### src/rtl/uart_rx_ovs.sv
// uart_rx_ovs: 5x-oversampled UART receiver, 8N1 by default, 8E1 when UART_RX_PARITY_EN is defined.
// Each bit is decided by a majority vote of three mid-bit samples; one-entry output register with ack.
module uart_rx_ovs #(
    parameter int CLK_DIV = 20
) (
    input  logic       CLK_50M,
    input  logic       RST,
    input  logic       RXD,
    output logic [7:0] RX_DATA,
    output logic       RX_VALID,
    input  logic       RX_ACK,
    output logic       FRAME_ERR,
    output logic       OVERRUN,
    output logic       PARITY_ERR
);

`ifdef UART_RX_PARITY_EN
    typedef enum logic [2:0] {
        IDLE   = 3'd0,
        START  = 3'd1,
        DATA   = 3'd2,
        PARITY = 3'd3,
        STOP   = 3'd4
    } state_t;
`else
    typedef enum logic [2:0] {
        IDLE  = 3'd0,
        START = 3'd1,
        DATA  = 3'd2,
        STOP  = 3'd4
    } state_t;
`endif

    localparam logic [11:0] TICK_LAST = 12'(CLK_DIV - 1);

    function automatic logic majority3(input logic a, input logic b, input logic c);
        return (a & b) | (a & c) | (b & c);
    endfunction

`ifdef UART_RX_PARITY_EN
    // Even parity: data bits plus the received parity bit must XOR to zero.
    function automatic logic even_parity_err(input logic [7:0] d, input logic p);
        return ^{d, p};
    endfunction
`endif

    logic        rxd_meta_r, rxd_sync_r, rxd_prev_r;
    state_t      state_r, state_nxt_s;
    logic [11:0] cnt_r, cnt_nxt_s;
    logic [2:0]  ph_r, ph_nxt_s;
    logic [2:0]  bit_r, bit_nxt_s;
    logic [1:0]  smp_r, smp_nxt_s;
    logic [7:0]  shift_r, shift_nxt_s;
    logic [7:0]  rx_data_r, rx_data_nxt_s;
    logic        rx_valid_r, rx_valid_nxt_s;
    logic        frame_err_r, frame_err_nxt_s;
    logic        overrun_r, overrun_nxt_s;
    logic        tick_s, dec_s, end_s, vote_s, perr_s;
`ifdef UART_RX_PARITY_EN
    logic        par_r, par_nxt_s;
    logic        parity_err_r, parity_err_nxt_s;
`endif

    // ph_r counts ticks already seen in the current bit, so tick number = ph_r + 1.
    assign tick_s = (state_r != IDLE) && (cnt_r == TICK_LAST);
    assign dec_s  = tick_s && (ph_r == 3'd3);
    assign end_s  = tick_s && (ph_r == 3'd4);
    assign vote_s = majority3(smp_r[0], smp_r[1], rxd_sync_r);
`ifdef UART_RX_PARITY_EN
    assign perr_s = even_parity_err(shift_r, par_r);
`else
    assign perr_s = 1'b0;
`endif

    // Synchronize the asynchronous line and keep one extra stage for falling-edge detection.
    always_ff @(posedge CLK_50M or posedge RST) begin
        if (RST) begin
            rxd_meta_r <= 1'b1;
            rxd_sync_r <= 1'b1;
            rxd_prev_r <= 1'b1;
        end else begin
            rxd_meta_r <= RXD;
            rxd_sync_r <= rxd_meta_r;
            rxd_prev_r <= rxd_sync_r;
        end
    end

    // Next-state, datapath and output decode for the receive FSM.
    always_comb begin
        state_nxt_s     = state_r;
        bit_nxt_s       = bit_r;
        shift_nxt_s     = shift_r;
        rx_data_nxt_s   = rx_data_r;
        frame_err_nxt_s = 1'b0;
        overrun_nxt_s   = 1'b0;
        cnt_nxt_s       = cnt_r;
        ph_nxt_s        = ph_r;
        smp_nxt_s       = smp_r;
`ifdef UART_RX_PARITY_EN
        par_nxt_s        = par_r;
        parity_err_nxt_s = 1'b0;
`endif
        if (RX_ACK) begin
            rx_valid_nxt_s = 1'b0;
        end else begin
            rx_valid_nxt_s = rx_valid_r;
        end

        if (tick_s && (ph_r == 3'd1)) begin
            smp_nxt_s[0] = rxd_sync_r;
        end else if (tick_s && (ph_r == 3'd2)) begin
            smp_nxt_s[1] = rxd_sync_r;
        end else begin
            smp_nxt_s = smp_r;
        end

        case (state_r)
            IDLE: begin
                if (rxd_prev_r && !rxd_sync_r) begin
                    state_nxt_s = START;
                end else begin
                    state_nxt_s = IDLE;
                end
            end
            START: begin
                if (dec_s && vote_s) begin
                    state_nxt_s = IDLE;
                end else if (end_s) begin
                    state_nxt_s = DATA;
                    bit_nxt_s   = 3'd0;
                end else begin
                    state_nxt_s = START;
                end
            end
            DATA: begin
                if (dec_s) begin
                    shift_nxt_s = {vote_s, shift_r[7:1]};
                end else begin
                    shift_nxt_s = shift_r;
                end
                if (end_s && (bit_r == 3'd7)) begin
`ifdef UART_RX_PARITY_EN
                    state_nxt_s = PARITY;
`else
                    state_nxt_s = STOP;
`endif
                end else if (end_s) begin
                    bit_nxt_s = bit_r + 3'd1;
                end else begin
                    bit_nxt_s = bit_r;
                end
            end
`ifdef UART_RX_PARITY_EN
            PARITY: begin
                if (dec_s) begin
                    par_nxt_s = vote_s;
                end else begin
                    par_nxt_s = par_r;
                end
                if (end_s) begin
                    state_nxt_s = STOP;
                end else begin
                    state_nxt_s = PARITY;
                end
            end
`endif
            STOP: begin
                // Leave at tick 4 so a following start edge is not missed.
                if (dec_s) begin
                    state_nxt_s = IDLE;
                    if (!vote_s) begin
                        frame_err_nxt_s = 1'b1;
                    end else if (perr_s) begin
`ifdef UART_RX_PARITY_EN
                        parity_err_nxt_s = 1'b1;
`endif
                    end else if (!rx_valid_r || RX_ACK) begin
                        rx_data_nxt_s  = shift_r;
                        rx_valid_nxt_s = 1'b1;
                    end else begin
                        overrun_nxt_s = 1'b1;
                    end
                end else begin
                    state_nxt_s = STOP;
                end
            end
            default: begin
                state_nxt_s = IDLE;
            end
        endcase

        if ((state_r == IDLE) || (state_nxt_s == IDLE)) begin
            cnt_nxt_s = 12'd0;
            ph_nxt_s  = 3'd0;
        end else if (tick_s) begin
            cnt_nxt_s = 12'd0;
            ph_nxt_s  = (ph_r == 3'd4) ? 3'd0 : (ph_r + 3'd1);
        end else begin
            cnt_nxt_s = cnt_r + 12'd1;
            ph_nxt_s  = ph_r;
        end
    end

    // State, counters, shift register and registered outputs.
    always_ff @(posedge CLK_50M or posedge RST) begin
        if (RST) begin
            state_r     <= IDLE;
            cnt_r       <= 12'd0;
            ph_r        <= 3'd0;
            bit_r       <= 3'd0;
            smp_r       <= 2'b11;
            shift_r     <= 8'h00;
            rx_data_r   <= 8'h00;
            rx_valid_r  <= 1'b0;
            frame_err_r <= 1'b0;
            overrun_r   <= 1'b0;
`ifdef UART_RX_PARITY_EN
            par_r        <= 1'b0;
            parity_err_r <= 1'b0;
`endif
        end else begin
            state_r     <= state_nxt_s;
            cnt_r       <= cnt_nxt_s;
            ph_r        <= ph_nxt_s;
            bit_r       <= bit_nxt_s;
            smp_r       <= smp_nxt_s;
            shift_r     <= shift_nxt_s;
            rx_data_r   <= rx_data_nxt_s;
            rx_valid_r  <= rx_valid_nxt_s;
            frame_err_r <= frame_err_nxt_s;
            overrun_r   <= overrun_nxt_s;
`ifdef UART_RX_PARITY_EN
            par_r        <= par_nxt_s;
            parity_err_r <= parity_err_nxt_s;
`endif
        end
    end

    assign RX_DATA   = rx_data_r;
    assign RX_VALID  = rx_valid_r;
    assign FRAME_ERR = frame_err_r;
    assign OVERRUN   = overrun_r;
`ifdef UART_RX_PARITY_EN
    assign PARITY_ERR = parity_err_r;
`else
    assign PARITY_ERR = 1'b0;
`endif

endmodule
### config.mk
export PLATFORM = sky130hd
export DESIGN_NAME = uart_rx_ovs
export DESIGN_NICKNAME = d
export VERILOG_FILES = /design/src/rtl/uart_rx_ovs.sv
export SDC_FILE = /design/constraint.sdc
export NUM_CORES = 1
export LEC_CHECK = 0
export CAP_MARGIN = 5
export CORE_ASPECT_RATIO = 1.4
export CORE_MARGIN = 2
export CORE_UTILIZATION = 50
export DETAILED_ROUTE_END_ITERATION = 7
export PLACE_DENSITY = 0.67
export SLEW_MARGIN = 10
export SYNTH_ARGS = -nofsm -noshare
export SYNTH_HDL_FRONTEND = slang
export SYNTH_SLANG_ARGS = --single-unit
### constraint.sdc
create_clock -name CLK_50M -period 3.3 [get_ports CLK_50M]
set_clock_uncertainty 0.15 [all_clocks]
set_input_delay 0.495 -clock CLK_50M [delete_from_list [all_inputs] [get_ports CLK_50M]]
set_output_delay 0.495 -clock CLK_50M [all_outputs]
set_load 0.02 [all_outputs]
==> implementation parameters <==
Parameter                              Value

Run status
  Result of the run    finished clean

Critical path
  Kind of end point of the critical path    flip-flop
  Cell class contributing the biggest share of worst-path delay    simple AND/OR/NAND/NOR gates
  Flop-to-flop setup slack    between 0.4 and 0.5 ns
  Chain of cells forming the critical path    ha_1 > or3b_2 > or4_1 > and4bb_1 > mux2_1
  Largest stage delay on the critical path    roughly 0.53 ns
  Count of cell instances traversed by the critical path    5
  Critical Path AT    roughly 2.9 ns
  Worst reg2reg path endpoint    RX_DATA[7]$_DFFE_PP0P_
  Cell with the biggest individual delay on the critical path    or4_1
  Kind of start point of the critical path    flip-flop
  Critical path start-end classification    reg -> reg
  Setup crit end    RX_DATA[7]$_DFFE_PP0P_
  Count of buffering cells on the critical path with inverters included    0
  Worst EP required    about 3.3 ns
  Startpoint of the worst register-to-register path    cnt_r[0]$_DFF_PP0_
  Number of cells on the worst reg-to-reg path    5
  First element of the critical path    cnt_r[0]$_DFF_PP0_
  Critical Path Fanout Max    8

Clocking
  Post-cts sizing count    0
  Clk buf depth    2
  Number of buffers created by CTS    5
  Clock Latency Late Sink    slightly below 0.3 ns
  CTS clock-pin slew for the worst setup and hold paths    about 0.08 ns
  Maximum level of the CTS H-tree    2
  Buffers inserted during post-CTS setup optimization    0
  TritonCTS Sinks    between 40 and 50
  Number of buffers inserted by hold repair at cts    0
  Clock Root Buffer    clkbuf_8
  TritonCTS clock tree    yes

Place
  Routability cong.    roughly 0.90
  Cell Count Post-Placement    231
  Hpwl dp    between 2000 and 3000 um
  Count of input and output buffers    14
  Worst slack at placement    around 0.47 ns

Floorplanning
  Placeable core region    approximately 4000 um2
  Floorplan die height    80.3 um
  Overall die area    4700 um2
  Number of core rows    27
  I/O pin total    16
  Initial cell density of the core    0.526
  Die X-Extent    slightly below 60 um

Global route
  First-pass GRT wire length    between 6000 and 7000 um
  Maximum number of pins on one net before global-route repair    33
  Number of global-route vias before repair    1,458
  Initial antenna violation count    0
  Grt ovf    0
  Global Route Usage Sum    0.184

Layout
  Number of nets in the layout    about 210
  FF/Latch Area    roughly 1100 um2
  Number of antenna repair diodes    0
  Share of post-route cells with drive strength above 1    0.158
  Multi-input gate area in the final layout    ~880 um2
  Layout-stage area growth over the synthesis result    14.5%
  Number of standard cells in the layout, taps in and fillers out    about 240
  Layout fillers    ~340

Yosys
  Synth cell types    39
  Post-synthesis sequential area ratio    0.544
  Yosys warnings    0
  Post-synthesis instance area    2080 um2
  Net count after synthesis    around 190
  Number of synthesized register bits    45
  Gate Count Post-Synth    about 180
  Syn avg cell area    between 10 and 15 um2

Detailed routing
  1st-iter DRT viols    31
  Mean routed wirelength per cell    ~15 um
  Vias per inst    5.73
  Count of nets left with antenna violations after detail routing    0
  Drc violations    0
  Final WL    ~3700 um
  First-pass detailed-route iteration total    4
  Total number of vias    1,370

STA
  PnR worst setup slack    0.471 ns
  Crit path time final    2.83 ns
  Period Utilization, post-route    0.857
  RSZ-0062 raised after global routing    false
  Total negative setup slack    0 ns
  Max-slew headroom at the worst pin    0.544
  Achievable clock frequency    roughly 350 MHz
  Endpoints failing hold    0
  Setup violators final    0
  Final count of pins violating max slew    0
  Transition time at the pin with the least slew margin    slightly below 0.7 ns

Flow run
  Maximum capacitance violations    0

Power and ir drop
  Pwr per Cell Area    slightly above 500 nW/um2
  Leakage power figure    between 1 and 1.5 nW
  Power consumption    1.22 mW
  VDD IR-drop max    0.000504 V

Min path
  Hold crit path type    reg -> reg
synth_stat cells, drive strengths merged:
cell type   n  share of area
or4b        1         0.0048
or3b        2         0.0084
o22ai       3         0.0090
mux2i       3          0.014
dfstp       5          0.063
or4         3          0.013
and4        2         0.0084
inv        10          0.018
nand2b      1         0.0030
nor4b       1         0.0042
dfrtp      40           0.48
nand4       4          0.012
a31o        2         0.0084
nor4        2         0.0060
mux2       18          0.097
nor2        6          0.011
a21o        1         0.0036
nand3       7          0.017
o21ai       3         0.0072
conb        1         0.0018
xor2        9          0.038
and2        3         0.0090
nor3b       2         0.0072
a21oi      14          0.034
nor3        2         0.0048
xnor2       2         0.0084
maj3        1         0.0048
nand2       9          0.016
nand3b      1         0.0036
o31ai       1         0.0036
ha          8          0.048
and3        1         0.0030
buf         3         0.0096
clkbuf      3         0.0054
and4bb      1         0.0060
a211oi      2         0.0072
sequential cells by signal, indices dropped and copies added (netlist names), 2 cells and up:
name and flops:
cnt_r 12, bit_r 3, shift_r 8, ph_r 3, RX_DATA 8, smp_r 2, state_r 3
report_power, final:
group          internal, mW  total, mW  switching (mW)  leakage (nW)
Combinational        0.0739      0.170          0.0966         0.450
Clock                 0.247      0.423           0.177        0.0585
Sequential            0.590      0.628          0.0376         0.600
worst register-to-register path, stage by stage (launching register included):
cell and delay (ns):
dfrtp_1 0.37, ha_1 0.27, or3b_2 0.50, or4_1 0.53
and4bb_1 0.52, mux2_1 0.37
layer usage:
metal | track usage | vias up | share of wire
met4 | 0.0605 | 0 | 0.012
met2 | 0.324 | 26 | 0.53
met1 | 0.214 | 678 | 0.42
li1 | - | 661 | -
met5 | 0 | - | 0
met3 | 0.0451 | 5 | 0.035
metrics by stage:
stage	instance area [um2]	utilization	hold slack (ns)
global route	2380	0.603	0.216
finish	2380	0.603	0.210
floorplan	2080	-	0.195
detailed placement	2270	0.573	0.200
global placement	2270	0.573	0.196
CTS	2380	0.603	0.211
cell type report:
cell class              instances  area share
flip-flops and latches         45       0.475
multi-input cells             116       0.369
repair buffers                 17      0.0683
clock buffers                   7      0.0362
well taps                      43      0.0226
inverters                      10      0.0158
clock inverters                 1      0.0126
worst min path at each step:
stage	start	end	slack, ns	depth (start not counted)
2_1_floorplan	rxd_meta_r$_DFF_PP1_	rxd_sync_r$_DFF_PP1_	0.20	0
3_3_place_gp	rxd_meta_r$_DFF_PP1_	rxd_sync_r$_DFF_PP1_	0.20	0
3_5_place_dp	rxd_meta_r$_DFF_PP1_	rxd_sync_r$_DFF_PP1_	0.20	0
4_1_cts	rxd_meta_r$_DFF_PP1_	rxd_sync_r$_DFF_PP1_	0.21	0
5_1_grt	rxd_meta_r$_DFF_PP1_	rxd_sync_r$_DFF_PP1_	0.22	0
6_report	rxd_meta_r$_DFF_PP1_	rxd_sync_r$_DFF_PP1_	0.21	0
cells in the final DEF, fill, tap and decap left out, types with 4 or more instances in the layout:
cell type / instances
nand3_1: 7
clkdlybuf4s50_1: 14
ha_1: 8
nand2_1: 9
dfrtp_1: 40
dfstp_2: 5
clkbuf_8: 6
mux2_2: 10
a21oi_1: 14
inv_1: 9
nor2_1: 6
mux2_1: 8
nand4_1: 4
xor2_1: 9
logic make-up (layout without fill, tap and decap cells):
group	count (synthesis)	in the layout	share of synthesized area
buffers and inverters	16	35	0.0331
AOI/OAI and AO/OA	26	26	0.0728
xor gates and xnor gates	11	11	0.0463
and+or+nand+nor	48	48	0.137
muxes	21	21	0.112
DFF	45	45	0.544
adders and majority gates	9	9	0.0529
other	1	1	0.00180
No activity file was read; power rests on OpenSTA's default activity.
